`config.mk`:
```
export PLATFORM = sky130hd
export DESIGN_NAME = sram_ctrl_flat
export DESIGN_NICKNAME = d
export VERILOG_FILES = /design/src/rtl/sram_ctrl_pkg.sv /design/src/rtl/sram_ctrl_if.sv /design/src/rtl/sram_rd_buf.sv /design/src/rtl/sram_ctrl.sv /design/src/flat_wrapper.sv
export SDC_FILE = /design/constraint.sdc
export NUM_CORES = 1
export LEC_CHECK = 0
export BUFFER_PORTS_ARGS = -buffer_cell sky130_fd_sc_hd__buf_2
export CAP_MARGIN = 5
export CORE_UTILIZATION = 51
export DETAILED_ROUTE_END_ITERATION = 7
export PLACE_DENSITY = 0.8
export SLEW_MARGIN = 20
export SYNTH_ARGS = -nofsm -noshare
export SYNTH_HDL_FRONTEND = slang
export SYNTH_SLANG_ARGS = --single-unit
```
`constraint.sdc`:
```
create_clock -name clk -period 3.73 [get_ports clk]
set_input_delay 0.1865 -clock clk [delete_from_list [all_inputs] [get_ports clk]]
set_output_delay 0.1865 -clock clk [all_outputs]
set_load 0.05 [all_outputs]
```
`src/rtl/sram_ctrl_pkg.sv`:
```
// Shared definitions for the MEM-stage SRAM access controller: FSM states,
// the default data segment base, half-word select bits and the address
// translation helper used to map pipeline byte addresses onto the SRAM.
package sram_ctrl_pkg;

    typedef enum logic [1:0] {
        IDLE,
        PH0,
        PH1,
        DONE
    } state_t;

    localparam int DEFAULT_MEM_BASE = 1024;

    // Big-endian: the even half-word holds bits [31:16], the odd one [15:0].
    localparam logic HALF_HI = 1'b0;
    localparam logic HALF_LO = 1'b1;

    function automatic logic [31:0] translate_adr(input logic [31:0] adr,
                                                  input logic [31:0] base);
        return (adr >= base) ? adr - base : adr;
    endfunction

endpackage

```
`src/rtl/sram_ctrl_if.sv`:
```
// Bundle of the MEM-stage request/response signals and the external SRAM
// pins. The slave side is the controller; the master side is its
// environment (pipeline plus SRAM device).
interface sram_ctrl_if #(
    parameter int SRAM_AW = 18
);
    logic               wr_en;
    logic               rd_en;
    logic [31:0]        adr;
    logic [31:0]        wdata;
    logic [31:0]        rdata;
    logic               ready;
    logic [SRAM_AW-1:0] sram_addr;
    logic [15:0]        sram_dq_out;
    logic [15:0]        sram_dq_in;
    logic               sram_dq_oe;
    logic               sram_ce_n;
    logic               sram_we_n;

    modport master (
        output wr_en, rd_en, adr, wdata, sram_dq_in,
        input  rdata, ready, sram_addr, sram_dq_out, sram_dq_oe, sram_ce_n, sram_we_n
    );

    modport slave (
        input  wr_en, rd_en, adr, wdata, sram_dq_in,
        output rdata, ready, sram_addr, sram_dq_out, sram_dq_oe, sram_ce_n, sram_we_n
    );

endinterface

```
`src/rtl/sram_rd_buf.sv`:
```
// One-entry read buffer: remembers the word index and data of the last
// completed read so a repeated read can be answered without an SRAM cycle.
// Only instantiated when SRAM_CTRL_RDBUF_EN is defined.
module sram_rd_buf
    import sram_ctrl_pkg::*;
#(
    parameter int IW = 17
) (
    input  logic          clk,
    input  logic          rst,
    input  logic [IW-1:0] lookup_idx,
    output logic          hit,
    output logic [31:0]   hit_data,
    input  logic          fill,
    input  logic [IW-1:0] fill_idx,
    input  logic [31:0]   fill_data,
    input  logic          clear
);

    logic          valid_q;
    logic [IW-1:0] idx_q;
    logic [31:0]   data_q;

    // Writes invalidate the entry; a finished read replaces it.
    always_ff @(posedge clk or posedge rst) begin
        if (rst) begin
            valid_q <= 1'b0;
            idx_q   <= '0;
            data_q  <= '0;
        end else if (clear) begin
            valid_q <= 1'b0;
        end else if (fill) begin
            valid_q <= 1'b1;
            idx_q   <= fill_idx;
            data_q  <= fill_data;
        end
    end

    assign hit      = valid_q && (idx_q == lookup_idx);
    assign hit_data = data_q;

endmodule

```
`src/rtl/sram_ctrl.sv`:
```
// MEM-stage controller for a 16-bit asynchronous SRAM. Each 32-bit word
// access becomes two half-word phases (HI then LO) of WAIT_CYCLES clocks,
// with ready held low until the word is complete.
// Optional feature: define SRAM_CTRL_RDBUF_EN to add a one-entry read
// buffer that answers repeated reads of the same word without SRAM cycles.
module sram_ctrl
    import sram_ctrl_pkg::*;
#(
    parameter int WAIT_CYCLES = 2,
    parameter int MEM_BASE    = DEFAULT_MEM_BASE,
    parameter int SRAM_AW     = 18
) (
    input  logic       clk,
    input  logic       rst,
    sram_ctrl_if.slave bus
);

    localparam int IW = SRAM_AW - 1;
    localparam int CW = (WAIT_CYCLES > 1) ? $clog2(WAIT_CYCLES) : 1;
    localparam logic [CW-1:0] CNT_LAST    = CW'(WAIT_CYCLES - 1);
    localparam logic [CW-1:0] CNT_PRELAST = CW'(WAIT_CYCLES - 2);

    state_t             state;
    logic [CW-1:0]      cnt;
    logic               op_wr;
    logic [IW-1:0]      idx_q;
    logic [31:0]        wdata_q;
    logic [31:0]        rd_word;
    logic [SRAM_AW-1:0] sram_addr_q;
    logic [15:0]        dq_out_q;
    logic               dq_oe_q;
    logic               ce_n_q;
    logic               we_n_q;

    logic [31:0]        na;
    logic [IW-1:0]      req_idx;
    logic               req;
    logic               rd_only;
    logic               start;
    logic               buf_hit;
    logic [31:0]        buf_data;
    logic               ready_c;
    logic [31:0]        rdata_c;
    logic               unused_na_bits;

    assign na             = translate_adr(bus.adr, 32'(MEM_BASE));
    assign req_idx        = na[SRAM_AW:2];
    assign unused_na_bits = ^{na[31:SRAM_AW+1], na[1:0]};
    assign req            = bus.rd_en | bus.wr_en;
    assign rd_only        = bus.rd_en & ~bus.wr_en;

`ifdef SRAM_CTRL_RDBUF_EN
    logic rb_hit;

    sram_rd_buf #(
        .IW (IW)
    ) u_rd_buf (
        .clk        (clk),
        .rst        (rst),
        .lookup_idx (req_idx),
        .hit        (rb_hit),
        .hit_data   (buf_data),
        .fill       ((state == DONE) && !op_wr),
        .fill_idx   (idx_q),
        .fill_data  (rd_word),
        .clear      ((state == IDLE) && bus.wr_en)
    );

    assign buf_hit = (state == IDLE) && rd_only && rb_hit;
`else
    assign buf_hit  = 1'b0;
    assign buf_data = '0;
`endif

    assign start = (state == IDLE) && req && !buf_hit;

    // Sequencer: walks IDLE -> PH0 -> PH1 -> DONE, latching the request on
    // entry and setting the SRAM pins one clock ahead so they are registered.
    always_ff @(posedge clk or posedge rst) begin
        if (rst) begin
            state       <= IDLE;
            cnt         <= '0;
            op_wr       <= 1'b0;
            idx_q       <= '0;
            wdata_q     <= '0;
            rd_word     <= '0;
            sram_addr_q <= '0;
            dq_out_q    <= '0;
            dq_oe_q     <= 1'b0;
            ce_n_q      <= 1'b1;
            we_n_q      <= 1'b1;
        end else begin
            case (state)
                IDLE: begin
                    if (start) begin
                        state       <= PH0;
                        cnt         <= '0;
                        op_wr       <= bus.wr_en;
                        idx_q       <= req_idx;
                        wdata_q     <= bus.wdata;
                        sram_addr_q <= {req_idx, HALF_HI};
                        dq_out_q    <= bus.wdata[31:16];
                        dq_oe_q     <= bus.wr_en;
                        ce_n_q      <= 1'b0;
                        we_n_q      <= ~bus.wr_en;
                    end
                end
                PH0: begin
                    if (cnt == CNT_LAST) begin
                        state       <= PH1;
                        cnt         <= '0;
                        if (!op_wr) begin
                            rd_word[31:16] <= bus.sram_dq_in;
                        end
                        sram_addr_q <= {idx_q, HALF_LO};
                        dq_out_q    <= wdata_q[15:0];
                        we_n_q      <= ~op_wr;
                    end else begin
                        cnt <= cnt + 1'b1;
                        if (cnt == CNT_PRELAST) begin
                            we_n_q <= 1'b1;
                        end
                    end
                end
                PH1: begin
                    if (cnt == CNT_LAST) begin
                        state       <= DONE;
                        cnt         <= '0;
                        if (!op_wr) begin
                            rd_word[15:0] <= bus.sram_dq_in;
                        end
                        sram_addr_q <= '0;
                        dq_out_q    <= '0;
                        dq_oe_q     <= 1'b0;
                        ce_n_q      <= 1'b1;
                        we_n_q      <= 1'b1;
                    end else begin
                        cnt <= cnt + 1'b1;
                        if (cnt == CNT_PRELAST) begin
                            we_n_q <= 1'b1;
                        end
                    end
                end
                DONE: begin
                    state <= IDLE;
                end
                default: begin
                    state <= IDLE;
                end
            endcase
        end
    end

    // Pipeline-facing handshake: ready/rdata are the only unregistered outputs.
    always_comb begin
        ready_c = 1'b0;
        rdata_c = '0;
        case (state)
            IDLE: begin
                ready_c = ~req | buf_hit;
                if (buf_hit) begin
                    rdata_c = buf_data;
                end
            end
            DONE: begin
                ready_c = 1'b1;
                if (bus.rd_en && !op_wr) begin
                    rdata_c = rd_word;
                end
            end
            default: begin
                ready_c = 1'b0;
            end
        endcase
    end

    assign bus.ready       = ready_c;
    assign bus.rdata       = rdata_c;
    assign bus.sram_addr   = sram_addr_q;
    assign bus.sram_dq_out = dq_out_q;
    assign bus.sram_dq_oe  = dq_oe_q;
    assign bus.sram_ce_n   = ce_n_q;
    assign bus.sram_we_n   = we_n_q;

endmodule

```
`src/flat_wrapper.sv`:
```
// flat-port wrapper written by rule: the top's interface ports become plain ports
module sram_ctrl_flat import sram_ctrl_pkg::*;
#(
    parameter int WAIT_CYCLES = 2,
    parameter int MEM_BASE    = DEFAULT_MEM_BASE,
    parameter int SRAM_AW     = 18
)
  (clk, rst, bus_wr_en, bus_rd_en, bus_adr, bus_wdata, bus_sram_dq_in, bus_rdata, bus_ready, bus_sram_addr, bus_sram_dq_out, bus_sram_dq_oe, bus_sram_ce_n, bus_sram_we_n);
  sram_ctrl_if #(.SRAM_AW(SRAM_AW)) bus_i ();
  input  logic clk;
  input  logic rst;
  input wire logic [$bits(bus_i.wr_en)-1:0] bus_wr_en;
  input wire logic [$bits(bus_i.rd_en)-1:0] bus_rd_en;
  input wire logic [$bits(bus_i.adr)-1:0] bus_adr;
  input wire logic [$bits(bus_i.wdata)-1:0] bus_wdata;
  input wire logic [$bits(bus_i.sram_dq_in)-1:0] bus_sram_dq_in;
  output wire logic [$bits(bus_i.rdata)-1:0] bus_rdata;
  output wire logic [$bits(bus_i.ready)-1:0] bus_ready;
  output wire logic [$bits(bus_i.sram_addr)-1:0] bus_sram_addr;
  output wire logic [$bits(bus_i.sram_dq_out)-1:0] bus_sram_dq_out;
  output wire logic [$bits(bus_i.sram_dq_oe)-1:0] bus_sram_dq_oe;
  output wire logic [$bits(bus_i.sram_ce_n)-1:0] bus_sram_ce_n;
  output wire logic [$bits(bus_i.sram_we_n)-1:0] bus_sram_we_n;
  assign bus_i.wr_en = bus_wr_en;
  assign bus_i.rd_en = bus_rd_en;
  assign bus_i.adr = bus_adr;
  assign bus_i.wdata = bus_wdata;
  assign bus_i.sram_dq_in = bus_sram_dq_in;
  assign bus_rdata = bus_i.rdata;
  assign bus_ready = bus_i.ready;
  assign bus_sram_addr = bus_i.sram_addr;
  assign bus_sram_dq_out = bus_i.sram_dq_out;
  assign bus_sram_dq_oe = bus_i.sram_dq_oe;
  assign bus_sram_ce_n = bus_i.sram_ce_n;
  assign bus_sram_we_n = bus_i.sram_we_n;
  sram_ctrl #(.WAIT_CYCLES(WAIT_CYCLES), .MEM_BASE(MEM_BASE), .SRAM_AW(SRAM_AW)) u_core (.clk(clk), .rst(rst), .bus(bus_i));
endmodule
```
==> summary.md, run 1 <==
| Metric | Value |
|---|---|
| Status | `finished clean` |
| Final ANT Viol Nets | `0` |
| Pwr dens | `1000 mW/mm^2` |
| Clock Sinks | `106` |
| Count leader, synth | `dfrtp_1` |
| Top cell type's share of synthesized area | `54.4%` |
| CTS Hold Bufs | `1` |
| Setup Viol. Count Final | `0` |
| Vias | `3,710` |
| Mapped Area | `0.00478 mm^2` |
| Synth Instances | `424` |
| Skew final | `0.00971 ns` |
| CP cell instances | `inv_1, ha_1, nor3b_2, nor2_1, o21ai_2, buf_4, a21oi_1, o21ai_0, o21a_1` |
| Netlist cell types | `39` |
| Crit Path Class | `reg2reg` |
| Fin nets | `665` |
| Crit path time final | `2.48 ns` |
| Ratio of cells with drive above 1 in the final layout | `43.4%` |
| Starting Density | `53.8%` |
| Clock slew at reported path FFs | `0.11 ns` |
| Asr flop ratio synth | `100%` |
| Core Region | `0.00889 mm^2` |
| Buf/Inv on CP | `2` |
| Relative slew slack | `48.5%` |
| Critical Path RT | `4.04 ns` |
| Initial antenna violation count | `0` |
| Worst Hold Class | `in2reg` |
| Post-synthesis sequential area ratio | `55.5%` |
| Count of pins over their slew limit | `0` |
| Iteration-0 DRC Markers | `120` |
| Post-Syn Nets | `516` |
| Number of buffers created by CTS | `9` |
| DR DRC count | `0` |
| CP max-delay cell | `dfrtp_1` |
| Deepest clock path buffer count | `2` |
| Mapped Avg Cell Area | `11.3 um^2` |
| Worst-Margin Slew | `0.768 ns` |
| RSZ-0062 raised after global routing | `no` |
| Post-DR vias/cell | `5.41` |
| Max IR drop VDD | `0.569 mV` |
| Number of placed I/O pins | `154` |
| Hpwl dp | `7520 um` |
| Synth top area cells | `dfrtp_1 (54%), mux2_2 (14%), nor2_1 (5.3%)` |
| Setup Buffers After CTS | `0` |
| CP top delay family | `simple AND/OR/NAND/NOR gates` |
| Total GRT Usage | `22.2%` |
| Largest stage delay, worst path | `0.44 ns` |
| Area growth, synth to finish | `23.0%` |
| Diode count | `0` |
| Largest net degree at the start of global routing | `43` |
| Type of origin of the critical path | `register` |
| Post-synth top area cell | `dfrtp_1` |
| Setup Total Neg Slack | `0 ns` |
| Die Span Y | `98.8 um` |
| Commonest cells post-synth | `dfrtp_1 (104), nor2_1 (67), mux2_2 (59), and2_1 (33)` |
| CP endpoint kind | `register` |
| Period utilisation layout | `66.5%` |
| Clock root cell | `clkbuf_8` |
| Final hold vios | `0` |
| Die area | `0.00977 mm^2` |
| Post-CTS sizing | `0` |
| Vias in the first global route | `3,824` |
| Skew-Pair Late Insertion Delay | `0.36 ns` |
| Flip-flop and latch count after synthesis | `106` |
| Critical-path maximum fanout | `19` |
| Routed length per instance | `15.1 um` |
| Post-synth top flop | `dfrtp_1` |
| Detailed Routing Iterations Pass 1 | `4` |
| CP Data Arrival Time | `2.78 ns` |
| Post-synth EDFFs | `0` |
| Yosys warnings | `0` |
| Fmax | `0.403 GHz` |
| CTS tree | `yes` |
| First-pass GRT wire length | `17,200 um` |
| CTS H-tree depth | `3` |
| Port Buffers | `153` |
| Die width | `98.8 um` |
| Drt total wl | `10,400 um` |
| Hold WS | `0.0458 ns` |
| Lkg Pwr | `2.86 nW` |
| Final GP Congestion | `0.839` |
| FP Rows | `34` |
| Max_cap viols | `0` |
| Grt ovf | `0` |
## metrics by stage
| step | util, % | cell area (um^2) | total power, mW | instances | setup slack (ns) |
|---|---|---|---|---|---|
| finish | 66.2 | 5890 | 5.89 | 686 | 1.25 |
| global route | 66.2 | 5890 | 6.31 | 686 | 1.01 |
| CTS | 65.9 | 5860 | 5.90 | 685 | 1.26 |
| detailed placement | 63.7 | 5660 | 5.23 | 668 | 1.28 |
| global placement | 63.7 | 5660 | 5.10 | 668 | 1.38 |
| floorplan | - | 4780 | 4.45 | 424 | 0.758 |
## state kept, by name (all words and copies together) (netlist names)
register / cells
u_core.bus.sram_ce_n: 1
u_core.state: 2
u_core.cnt: 1
u_core.wdata_q: 16
u_core.rd_word: 32
u_core.bus.sram_dq_out: 16
u_core.op_wr: 1
u_core.bus.sram_we_n: 1
u_core.bus.sram_dq_oe: 1
u_core.bus.sram_addr: 18
u_core.idx_q: 17
## worst paths after layout
kind	startpoint	slack (ns)	to	cells past startpoint
setup / recovery	u_core.state[0]$_DFFE_PP0P_	1.25	u_core.bus.sram_addr[12]$_DFFE_PP0P_	9
hold / removal	bus_wdata[9]	0.05	u_core.wdata_q[9]$_DFFE_PP0P_	2
setup reg to reg	u_core.state[0]$_DFFE_PP0P_	1.25	u_core.bus.sram_addr[12]$_DFFE_PP0P_	9
hold reg to reg	u_core.bus.sram_addr[0]$_DFFE_PP0P_	0.48	u_core.bus.sram_addr[0]$_DFFE_PP0P_	2
max in group asynchronous	rst	2.42	u_core.bus.sram_ce_n$_DFFE_PP1P_	4
min in group asynchronous	rst	0.41	u_core.bus.sram_addr[14]$_DFFE_PP0P_	3
## cells in the final DEF, fill, tap and decap left out, types with 6 or more instances in the layout
master,Yosys,final
nor2_1,67,67
buf_4,0,7
o21ai_1,8,6
inv_1,7,6
and2_1,33,33
nand2_1,24,24
ha_1,8,8
a221oi_1,24,24
buf_2,0,153
mux2_2,59,59
dfrtp_1,104,104
a21oi_1,10,10
o21ai_0,9,9
clkbuf_8,0,10
o22ai_1,6,6
## per-layer routing
metal  track usage (%)  wire length [um]
met1              26.2              4240
met2              39.6              5390
met3              6.60               631
met4              5.63                96
met5                 0                 0
## logic make-up (layout without fill, tap and decap cells)
group	after synthesis	after routing	share of synthesized area, %
flip-flops	106	106	55.5
adder cells (fa/ha/maj)	8	8	2.09
AO/OA/AOI/OAI	66	66	9.76
buffers and inverters	32	186	2.67
multiplexers	61	61	14.3
AND/OR/NAND/NOR	146	146	14.6
XOR/XNOR	5	5	1.07
## final cells by class
class / count / area [um^2]
flip-flops and latches: 106 / 2660
multi-input cells: 286 / 2020
clock buffers: 10 / 138
clock inverters: 6 / 48.8
inverters: 8 / 32.5
repair buffers: 162 / 856
well taps: 108 / 135
fillers: 713 / 3010
## power breakdown
group          switching (mW)  internal (mW)
Clock                   0.401          0.270
Sequential              0.308           1.77
Combinational            2.08           1.07
Note: power is estimated with default switching activity, not from simulation.
==> run 2: changes to the inputs <==
ABC_AREA = 1   (was default)
CORE_UTILIZATION = 52   (was 51)
clock period = 2.3 ns   (was 3.73 ns; I/O delays follow)
==> summary.md, run 2 <==
| Metric | Value |
|---|---|
| Status | `finished clean` |
| Skew final | `0.0147 ns` |
| Critical-path maximum fanout | `18` |
| Commonest non-fill, non-tap cell in the layout | `nand2_1` |
| Hold WS | `0.0216 ns` |
| Reg2Reg Depth | `10` |
| Hpwl dp | `8690 um` |
| Reg with most FFs | `u_core.rd_word` |
| CP cell instances | `inv_1, ha_1, inv_1, nor2_1, nor3_4, nand2_4, inv_2, buf_4, nand2_1, nand2_1` |
| CP max-delay cell | `dfrtp_1` |
| Die area | `0.0104 mm^2` |
| R2R Path Start | `u_core.state[0]$_DFFE_PP0P_` |
| Post-synth top area cell | `dfrtp_1` |
| Fin nets | `936` |
| Vias in the first global route | `4,486` |
| CP endpoint kind | `register` |
| Relative slew slack | `44.7%` |
| Flip-flop and latch count after synthesis | `106` |
| Critical Path RT | `2.61 ns` |
| Ratio of cells with drive above 1 in the final layout | `23.4%` |
| Diode count | `0` |
| Design Area, Final | `0.00657 mm^2` |
| Fmax | `0.481 GHz` |
| Commonest cells after routing, fill and taps aside | `nand2_1 (208), buf_2 (153), dfrtp_1 (104)` |
| Worst R2R Setup Slack | `0.22 ns` |
| Routed length per instance | `13.0 um` |
| Period utilisation layout | `90.3%` |
| Post-DR vias/cell | `4.88` |
| FP Rows | `36` |
| Crit Path Class | `reg2reg` |
| Area growth, synth to finish | `26.0%` |
| Mapped Avg Cell Area | `7.77 um^2` |
| Setup Total Neg Slack | `0 ns` |
| Int Pwr | `4.87 mW` |
| Detailed Routing Iterations Pass 1 | `5` |
| WHS Path Cells | `3` |
| Number of buffers created by CTS | `9` |
| Max reg flops | `32` |
| Count leader, synth | `nand2_1` |
| Setup Buffers After CTS | `0` |
| Setup Viol. Count Final | `0` |
| Max_cap viols | `0` |
| Deepest clock path buffer count | `2` |
| Final hold vios | `0` |
| Initial antenna violation count | `0` |
| Iteration-0 DRC Markers | `288` |
| Clock root cell | `clkbuf_8` |
| Synth Instances | `671` |
| Buf/Inv on CP | `4` |
| Max IR drop VDD | `1.21 mV` |
| Core Region | `0.00973 mm^2` |
| Port Buffers | `153` |
| CTS H-tree depth | `3` |
| Drt total wl | `12,700 um` |
| Largest stage delay, worst path | `0.41 ns` |
| Vias | `4,788` |
| Skew-Pair Late Insertion Delay | `0.38 ns` |
| Largest net degree at the start of global routing | `107` |
| Hold Path Sink | `u_core.rd_word[16]$_DFFE_PP0P_` |
| Crit Reg-Reg Endpoint | `u_core.bus.sram_dq_out[2]$_DFFE_PP0P_` |
| Power consumption | `9.61 mW` |
| RSZ-0062 raised after global routing | `no` |
| CTS tree | `yes` |
| Mapped Area | `0.00522 mm^2` |
| Count of pins over their slew limit | `0` |
| Synth top area cells | `dfrtp_1 (50%), nand2_1 (15%), inv_1 (7.3%)` |
| Min-delay src | `bus_sram_dq_in[0]` |
| Clock slew at reported path FFs | `0.10 ns` |
| DP Area | `0.00613 mm^2` |
| Worst-Margin Slew | `0.828 ns` |
| Final Non-Filler Cells | `982` |
| Commonest cells post-synth | `nand2_1 (208), dfrtp_1 (104), inv_1 (102), o21ai_0 (74), nor2_1 (67)` |
| First-pass GRT wire length | `20,400 um` |
| Netlist cell types | `32` |
| Clock Sinks | `106` |
| Comb pwr share | `53.4%` |
| Die Span Y | `102 um` |
| Post-Syn Nets | `763` |
| DR DRC count | `0` |
| Yosys warnings | `0` |
| Top cell type's share of synthesized area | `49.9%` |
| Asr flop ratio synth | `100%` |
| Grt ovf | `0` |
| Lkg Pwr | `3.72 nW` |
| Number of placed I/O pins | `154` |
| Crit path time final | `2.08 ns` |
| Final worst slack | `0.222 ns` |
| Dpl cells | `942` |
| Worst Hold Class | `in2reg` |
| Sw power | `4.73 mW` |
| Die width | `102 um` |
| Post-synth EDFFs | `0` |
| Seq pwr share | `34.4%` |
| Net Sw Frac | `49.3%` |
| Final GP Congestion | `0.904` |
| Clock network power share | `12.1%` |
| CP Data Arrival Time | `2.39 ns` |
| Total GRT Usage | `25.2%` |
| Pwr dens | `1460 mW/mm^2` |
| Starting Density | `53.6%` |
| Post-synth top flop | `dfrtp_1` |
| Pre-CTS setup slack | `0.273 ns` |
| Final ANT Viol Nets | `0` |
| CP top delay family | `buffers and inverters` |
| Type of origin of the critical path | `register` |
| Final Core Density | `67.6%` |
| Post-synthesis sequential area ratio | `50.9%` |
run 2: layout make-up:
cell class	instances	area, um^2
Fill cell	828	3160
Sequential cell	106	2660
Multi-Input combinational cell	433	2040
Timing Repair Buffer	189	1110
Inverter	105	398
Tap cell	133	166
Clock buffer	9	124
Clock inverter	7	77.6
run 2: power groups by stage:
stage	Combinational, mW	Clock [mW]	Sequential [mW]
6_report	5.13	1.17	3.31
4_1_cts	5.13	1.20	3.30
2_1_floorplan	2.98	0	4.19
5_1_grt	5.68	1.26	3.40
3_5_place_dp	5.09	0	3.32
3_3_place_gp	4.93	0	3.29
run 2: worst register-to-register path, cell delays in order (launching register included):
cell and delay, ns:
dfrtp_1 0.41, inv_1 0.10, ha_1 0.26, inv_1 0.13
nor2_1 0.09, nor3_4 0.28, nand2_4 0.07, inv_2 0.29
buf_4 0.26, nand2_1 0.07, nand2_1 0.05
run 2: worst max path at each step:
stage / startpoint / to / slack [ns] / depth (start not counted)
final: u_core.state[0]$_DFFE_PP0P_ / u_core.bus.sram_dq_out[2]$_DFFE_PP0P_ / 0.22 / 10
after global routing: u_core.state[0]$_DFFE_PP0P_ / u_core.bus.sram_addr[6]$_DFFE_PP0P_ / 0.05 / 8
after CTS: u_core.state[0]$_DFFE_PP0P_ / u_core.bus.sram_dq_out[2]$_DFFE_PP0P_ / 0.23 / 10
after detailed placement: u_core.state[0]$_DFFE_PP0P_ / u_core.bus.sram_dq_out[8]$_DFFE_PP0P_ / 0.27 / 10
after global placement: u_core.state[0]$_DFFE_PP0P_ / u_core.bus.sram_dq_out[5]$_DFFE_PP0P_ / 0.39 / 10
after floorplan: u_core.state[0]$_DFFE_PP0P_ / bus_ready / 0.53 / 4
run 2: timing repair:
action,in CTS,in global routing
resized for setup,0,0
hold buffers,24,0
endpoints found under the hold margin,128,0
setup endpoints to repair,0,0
run 2: logic make-up (layout without fill, tap and decap cells):
group                    after synthesis  after routing  synth area share [%]
XOR/XNOR                               6              6                  1.01
adder cells (fa/ha/maj)                8              8                  1.92
buffers and inverters                132            310                  9.93
AO/OA/AOI/OAI                        104            104                  12.0
multiplexers                           1              1                 0.216
flip-flops                           106            106                  50.9
AND/OR/NAND/NOR                      314            314                  24.0
run 2: routing by layer:
metal / share of wire, % / up-vias / GRT usage, %
met5: 0 / - / 0
met4: 1.5 / 0 / 8.13
met3: 5.9 / 18 / 4.17
met2: 49 / 181 / 43.7
met1: 43 / 2183 / 32.3
li1: - / 2406 / -
